$ cat src/rtl/demux_1to4_dispatch.sv
`default_nettype none
// ============================================================================
// Module   : demux_1to4_dispatch
// Brief    : Valid/ready dispatcher with a 2-entry skid stage. Tags each word
//            with a channel and drives the 1-to-4 demux data, select and valid.
// Revision : 1.0 - initial release
// ============================================================================
module demux_1to4_dispatch #(
    parameter int WIDTH = 64
) (
    input  logic             clk,
    input  logic             rst,
    input  logic [WIDTH-1:0] in_data,
    input  logic [1:0]       in_dest,
    input  logic             in_mode,
    input  logic             in_valid,
    output logic             in_ready,
    output logic [WIDTH-1:0] d_out,
    output logic [1:0]       sel_out,
    output logic [3:0]       ch_valid,
    input  logic [3:0]       ch_ready,
    output logic [31:0]      xfer_cnt
);

    logic             r_o_valid;
    logic [WIDTH-1:0] r_o_data;
    logic [1:0]       r_o_sel;
    logic             r_s_valid;
    logic [WIDTH-1:0] r_s_data;
    logic [1:0]       r_s_sel;
    logic [1:0]       r_rr_ptr;
    logic [31:0]      r_xfer_cnt;

    logic             w_in_fire;
    logic             w_out_fire;
    logic [1:0]       w_tag;

    // The skid is only ever filled while the output register is occupied, so
    // a full skid alone means the stage is at capacity.
    assign in_ready   = ~r_s_valid & ~rst;
    assign w_in_fire  = in_valid & in_ready;
    assign w_out_fire = r_o_valid & ch_ready[r_o_sel];
    assign w_tag      = in_mode ? r_rr_ptr : in_dest;

    always_ff @(posedge clk or posedge rst) begin
        if (rst) begin
            r_o_valid  <= 1'b0;
            r_o_data   <= '0;
            r_o_sel    <= 2'd0;
            r_s_valid  <= 1'b0;
            r_s_data   <= '0;
            r_s_sel    <= 2'd0;
            r_rr_ptr   <= 2'd0;
            r_xfer_cnt <= 32'd0;
        end else begin
            if (w_in_fire && in_mode) begin
                r_rr_ptr <= r_rr_ptr + 2'd1;
            end
            if (w_out_fire) begin
                r_xfer_cnt <= r_xfer_cnt + 32'd1;
            end
            if (!r_o_valid || w_out_fire) begin
                if (r_s_valid) begin
                    r_o_valid <= 1'b1;
                    r_o_data  <= r_s_data;
                    r_o_sel   <= r_s_sel;
                    r_s_valid <= 1'b0;
                end else if (w_in_fire) begin
                    r_o_valid <= 1'b1;
                    r_o_data  <= in_data;
                    r_o_sel   <= w_tag;
                end else begin
                    r_o_valid <= 1'b0;
                end
            end else if (w_in_fire) begin
                r_s_valid <= 1'b1;
                r_s_data  <= in_data;
                r_s_sel   <= w_tag;
            end
        end
    end

    assign d_out    = r_o_valid ? r_o_data : '0;
    assign sel_out  = r_o_valid ? r_o_sel : 2'd0;
    assign ch_valid = r_o_valid ? (4'b0001 << r_o_sel) : 4'b0000;
    assign xfer_cnt = r_xfer_cnt;

endmodule
`default_nettype wire

$ cat config.mk
export PLATFORM = sky130hd
export DESIGN_NAME = demux_1to4_dispatch
export DESIGN_NICKNAME = d
export VERILOG_FILES = /design/src/rtl/demux_1to4_dispatch.sv
export SDC_FILE = /design/constraint.sdc
export NUM_CORES = 1
export LEC_CHECK = 0
export CAP_MARGIN = 20
export CORE_ASPECT_RATIO = 1.5
export CORE_MARGIN = 3
export CORE_UTILIZATION = 35
export DETAILED_ROUTE_END_ITERATION = 16
export PLACE_DENSITY = 0.56
export SYNTH_ARGS = -nofsm -noshare
export SYNTH_HDL_FRONTEND = slang
export SYNTH_SLANG_ARGS = --single-unit
$ cat constraint.sdc
create_clock -name clk -period 6.36 [get_ports clk]
set_input_delay 1.272 -clock clk [delete_from_list [all_inputs] [get_ports clk]]
set_output_delay 1.272 -clock clk [all_outputs]
set_load 0.1 [all_outputs]
==> metrics.md, run 1 <==
| Metric | Value |
|---|---|
| Outcome | `completed` |
| Final global-route overflow total | `0` |
| Placed insts | `1071` |
| Core area | `21230 sq um` |
| Post-synthesis register bit count | `168` |
| Pint | `2.848 mW` |
| Post-Synth Simple-Gate Area | `14.26%` |
| Synth cell types | `32` |
| Final Max Slew Viols | `0` |
| Post-cts sizing count | `0` |
| Clock tree buffer depth | `2` |
| Antenna Nets Post-Route | `0` |
| Leading cell type in the layout, fill and taps excluded | `clkdlybuf4s50_1` |
| WS Path Type | `in -> out` |
| Final non-filler cell total | `1103` |
| Largest net degree at the start of global routing | `133` |
| TritonCTS Buffers | `17` |
| Clock sinks | `168` |
| Register area share after synthesis | `55.35%` |
| Setup TNS | `0 ns` |
| Max Cap Violations | `0` |
| Worst Tran Pin Value | `1.040 ns` |
| VDD IR max | `397.8 uV` |
| Vias in the first global route | `5802` |
| Dpl hpwl | `12830 um` |
| Most frequent cells in the layout | `clkdlybuf4s50_1, dfrtp_1, nand2_1, mux2i_1, o21ai_0` |
| Total track usage | `16.57%` |
| Clk_skew | `0.008595 ns` |
| Power per cell area | `539.0 nW/um^2` |
| CTS tree | `yes` |
| Met1 wire length | `7942 um` |
| Row cnt | `65` |
| Post-Syn Instances | `661` |
| Layout Area Growth over Synthesis | `33.78%` |
| Post-synth EDFFs | `0` |
| Io pins | `177` |
| Final GP Congestion | `0.7705` |
| Critical Path RT | `5.09 ns` |
| Max layer used | `met4` |
| CP Max Fanout | `4` |
| Initial Util | `35.79%` |
| Post-route clock period utilization | `70.14%` |
| N_diodes | `0` |
| XOR/XNOR Fraction of Synth Area | `3.805%` |
| Met3 wire len | `1010 um` |
| Slew margin rel. | `30.44%` |
| WL final | `19010 um` |
| Starting DRT DRC Count | `263` |
| DRC | `0` |
| DR WL/cell | `17.24 um` |
| Largest family of logic cells by synthesized area | `multiplexers` |
| Antenna violations before repair | `0` |
| Vias per cell | `4.935` |
| Main synth FF type | `dfrtp_1` |
| Post-synth ARST share | `100.0%` |
| First-pass GRT wire length | `31630 um` |
| PortBufs | `176` |
| Crit path time final | `4.461 ns` |
| Mapped Nets | `736` |
| Mux cell area share after synthesis | `18.89%` |
| Die Y | `186.4 um` |
| Fillers | `1943` |
| Complex-gate fraction of the synthesized area | `4.991%` |
| DIE WIDTH | `126.3 um` |
| Nets@finish | `898` |
| Met2 WL post-DR | `9915 um` |
| RSZ-0062 raised after global routing | `no` |
| CP endpoint kind | `output pin` |
| Post-synthesis cell area | `7596 sq um` |
| Switching Share | `48.00%` |
| Clock share of power | `18.1%` |
| Root buffer cell | `clkbuf_16` |
| Max Freq | `0.2242 GHz` |
| Adder-Cell Fraction of Synth Area | `0.1647%` |
| Vias | `5443` |
| Setup Viol. Count Final | `0` |
| CTS clock-pin slew for the worst setup and hold paths | `0.06 ns` |
| LEAKAGE | `4.139 nW` |
| Type of the worst min-delay path | `reg -> reg` |
| Area of the multi-input gates | `3212 sq um` |
| Post-CTS Setup Bufs | `0` |
| Seq. cell area | `4209 sq um` |
| Flop pwr share | `32.7%` |
| Share of cells above drive strength 1 | `12.57%` |
| Fin. Hold Viols | `0` |
| H-tree Lvls | `4` |
| Clock insertion delay at the later pin of the skew report | `0.41 ns` |
| TritonRoute pass-1 iters | `4` |
| Crit path DAT | `3.19 ns` |
| Die area | `23540 sq um` |
| Average size of a mapped cell | `11.49 sq um` |
| Hold Buf Count CTS | `0` |
| Power share of the combinational group | `49.2%` |
| Net Sw Power | `2.629 mW` |
| Critical Path Start Type | `primary input` |
| YS warnings | `0` |
logic make-up after synthesis:
kind of cell             Yosys count
AO/OA/AOI/OAI                     74
adder cells (fa/ha/maj)            1
AND/OR/NAND/NOR                  209
XOR/XNOR                          33
flip-flops                       168
buffers and inverters             42
multiplexers                     134
registers in the layout (all words and copies together) (netlist names):
signal     cells
r_s_sel        2
xfer_cnt      32
r_s_data      64
r_o_sel        2
r_rr_ptr       2
r_s_valid      1
r_o_valid      1
r_o_data      64
synth_stat cells, types with 3 or more instances:
library cell  number  area share, %
dfrtp_1          168             55
nand2_1           84            4.2
mux2i_1           68            9.0
o21ai_0           66            4.3
and2_1            65            5.4
mux2_2            59            8.7
xnor2_1           23            2.7
clkbuf_1          21            1.0
nor2_1            15           0.74
nand3_1           14           0.92
buf_2             13           0.86
nand4_1           12           0.99
xor2_1            10            1.2
and3_1             6           0.49
mux2_1             6           0.89
a21oi_1            5           0.33
inv_1              4           0.20
buf_4              3           0.30
metal layers:
layer,GRT usage (%),up-vias
met5,0,-
met4,3.881,0
met1,20.19,2727
li1,-,2571
met2,29.27,134
met3,4.324,11
worst max-delay path, cell delays in order:
cell             delay [ns]
clkdlybuf4s50_1        0.49
nor2_1                 0.24
clkdlybuf4s50_1        1.19
final timing paths:
check,start,cells past startpoint,slack [ns],end
setup / recovery,rst,3,1.90,in_ready
hold / removal,r_o_data[10]$_DFFE_PP0P_,2,0.47,r_o_data[10]$_DFFE_PP0P_
setup reg to reg,r_o_sel[0]$_DFFE_PP0P_,5,3.38,r_s_data[19]$_DFFE_PP0P_
hold reg to reg,r_o_data[10]$_DFFE_PP0P_,2,0.47,r_o_data[10]$_DFFE_PP0P_
max in group asynchronous,rst,3,3.40,r_o_data[61]$_DFFE_PP0P_
min in group asynchronous,rst,2,1.48,r_o_data[52]$_DFFE_PP0P_
final cells by class:
| class | count | area share [%] |
|---|---|---|
| Sequential cell | 168 | 41.42 |
| Multi-Input combinational cell | 451 | 31.61 |
| Timing Repair Buffer | 181 | 17.95 |
| Clock buffer | 19 | 4.359 |
| Tap cell | 268 | 3.300 |
| Clock inverter | 12 | 1.170 |
| Inverter | 4 | 0.1970 |
power by group through the flow:
| stage | Clock [mW] | Sequential (mW) | Combinational [mW] |
|---|---|---|---|
| 2_1_floorplan | 0 | 1.83 | 2.03 |
| 3_3_place_gp | 0 | 1.81 | 2.64 |
| 3_5_place_dp | 0 | 1.81 | 2.72 |
| 4_1_cts | 1.03 | 1.80 | 2.72 |
| 5_1_grt | 1.08 | 1.86 | 2.84 |
| 6_report | 0.992 | 1.79 | 2.69 |
stage by stage:
| step | total power [mW] | hold WS [ns] | area, sq um | setup slack [ns] | util [%] |
|---|---|---|---|---|---|
| floorplan | 3.852 | 0.4418 | 7596 | 0.2470 | - |
| global placement | 4.449 | 0.4540 | 9560 | 1.925 | 45.04 |
| detailed placement | 4.527 | 0.4626 | 9580 | 1.914 | 45.13 |
| CTS | 5.544 | 0.4773 | 10140 | 1.895 | 47.78 |
| global route | 5.781 | 0.4992 | 10160 | 1.803 | 47.88 |
| finish | 5.477 | 0.4725 | 10160 | 1.899 | 47.88 |
Note: power is estimated with default switching activity, not from simulation.
==> inputs of run 2 (changes only) <==
Clock period 6.36 ns to 4.6 ns, I/O delays scaled along.
==> run 2 against run 1 <==
  * Worst setup slack lost 1.1 ns
  * Hold slack got worse by 0.0048 ns
  * Count of clock-buffer cells in the layout stayed put
  * Global-route usage shrank 0.94 points
  * Largest power group unchanged
  * Critical path type is now reg -> out
==> metrics.md, run 2 (synthesis results as in run 1) <==
| Metric | Value |
|---|---|
| Placed insts | `1072` |
| PortBufs | `176` |
| Leading cell type in the layout, fill and taps excluded | `dfrtp_1` |
| TritonCTS Buffers | `17` |
| Clock sinks | `168` |
| Worst hold path depth | `2` |
| Max Cap Violations | `0` |
| Total track usage | `15.63%` |
| Antenna Nets Post-Route | `0` |
| Die Y | `186.4 um` |
| Largest stage delay on the critical path | `1.16 ns` |
| Hold endpoint | `r_o_data[23]$_DFFE_PP0P_` |
| Hold Buf Count CTS | `0` |
| Io pins | `177` |
| TritonRoute pass-1 iters | `4` |
| Final global-route overflow total | `0` |
| N_diodes | `0` |
| Vias per cell | `4.841` |
| CTS clock-pin slew for the worst setup and hold paths | `0.06 ns` |
| Max Freq | `0.2600 GHz` |
| Worst reg-to-reg setup slack | `2.02 ns` |
| Die area | `23540 sq um` |
| Share of cells above drive strength 1 | `17.52%` |
| Layout Area Growth over Synthesis | `33.60%` |
| Final Max Slew Viols | `0` |
| CP endpoint kind | `output pin` |
| Worst path slowest cell | `clkdlybuf4s50_1` |
| Clock insertion delay at the later pin of the skew report | `0.42 ns` |
| Nets@finish | `901` |
| Vias in the first global route | `5588` |
| WL final | `18090 um` |
| Dpl hpwl | `12340 um` |
| Final non-filler cell total | `1107` |
| DIE WIDTH | `126.3 um` |
| Power per cell area | `741.0 nW/um^2` |
| Post-CTS Setup Bufs | `0` |
| VDD IR max | `457.9 uV` |
| Setup Viol. Count Final | `0` |
| DRC | `0` |
| R2r startpoint | `r_o_valid$_DFFE_PP0N_` |
| Type of the worst min-delay path | `reg -> reg` |
| WS Path Type | `reg -> out` |
| DR WL/cell | `16.35 um` |
| Fin. Hold Viols | `0` |
| Final GP Congestion | `0.7483` |
| Outcome | `completed` |
| Starting DRT DRC Count | `180` |
| Crit path time final | `3.846 ns` |
| Post-route clock period utilization | `83.61%` |
| CP Max Fanout | `51` |
| Critical Path RT | `3.68 ns` |
| Total power | `7.520 mW` |
| Antenna violations before repair | `3` |
| Setup TNS | `0 ns` |
| Post-cts sizing count | `0` |
| H-tree Lvls | `4` |
| CP cell instances | `nand2_1, nor2_1, clkdlybuf4s50_1` |
| Root buffer cell | `clkbuf_16` |
| Critical Path Start Type | `flip-flop` |
| Clock tree buffer depth | `2` |
| CTS tree | `yes` |
| Core area | `21230 sq um` |
| Largest net degree at the start of global routing | `133` |
| Worst r2r dst | `xfer_cnt[31]$_DFFE_PP0P_` |
| LEAKAGE | `4.240 nW` |
| RSZ-0062 raised after global routing | `no` |
| Slew margin rel. | `32.27%` |
| Worst Tran Pin Value | `1.013 ns` |
| HP Start | `r_o_data[23]$_DFFE_PP0P_` |
| Row cnt | `65` |
| Crit path DAT | `2.93 ns` |
| First-pass GRT wire length | `29560 um` |
| Worst R2R Path Depth | `5` |
| Vias | `5359` |
| Initial Util | `35.79%` |
| Clk_skew | `0.01393 ns` |
| Most frequent cells in the layout | `dfrtp_1, clkdlybuf4s50_1, nand2_1, mux2i_1, o21ai_0` |
-- run 2: cell types whose count changed in the layout (fill, tap and decap cells not counted), sizes merged --
cell	before	now
inv	9	6
clkdlybuf4s50	176	139
buf	5	45
clkinv	1	5
-- run 2: worst max-delay path: cells and delay by family (launching register included) --
kind          cells  cell delay (ns)
buf+inv           1             1.16
flops             1             0.91
simple gates      2             0.44
-- run 2: through the flow --
stage / setup WS (ns) / cell area [sq um] / util, % / hold WS (ns)
after floorplan: -0.002774 / 7616 / - / 0.4418
after global placement: 1.273 / 9494 / 44.73 / 0.4562
after detailed placement: 1.161 / 9494 / 44.73 / 0.4623
after CTS: 0.7041 / 10070 / 47.42 / 0.4768
after global routing: 0.5534 / 10150 / 47.81 / 0.4933
final: 0.7541 / 10150 / 47.81 / 0.4676
-- run 2: layer usage --
layer  track usage, %  share of wire [%]  vias to the layer above
met5                0               0.20                        -
met4            4.418                1.5                        6
met3            5.498                6.7                       21
met2            26.59                 50                      136
met1            18.70                 41                     2614
li1                 -                  -                     2582
-- run 2: how the worst max path moves through the flow --
stage                                      from                        to  slack (ns)  depth (start not counted)
after floorplan                             rst  r_o_data[10]$_DFFE_PP0P_      -0.003                          6
after global placement    r_o_valid$_DFFE_PP0N_               ch_valid[3]        1.27                          3
after detailed placement  r_o_valid$_DFFE_PP0N_               ch_valid[1]        1.16                          3
after CTS                 r_o_valid$_DFFE_PP0N_               ch_valid[1]        0.70                          3
after global routing      r_o_valid$_DFFE_PP0N_               ch_valid[1]        0.55                          3
final                     r_o_valid$_DFFE_PP0N_               ch_valid[1]        0.75                          3
-- run 2: layout make-up --
class | count | area (sq um)
clock inverter | 13 | 118.9
clock buffer | 19 | 452.9
inverter | 4 | 18.77
multi-input combinational | 451 | 3212
tap | 268 | 335.3
fill | 1961 | 11080
sequential | 168 | 4209
timing repair buffer | 184 | 1802
-- run 2: report_power, final --
group	switching (mW)	internal, mW	total, mW
clock	0.604	0.778	1.38
combinational	2.59	1.05	3.64
sequential	0.414	2.08	2.50
total	3.61	3.91	7.52
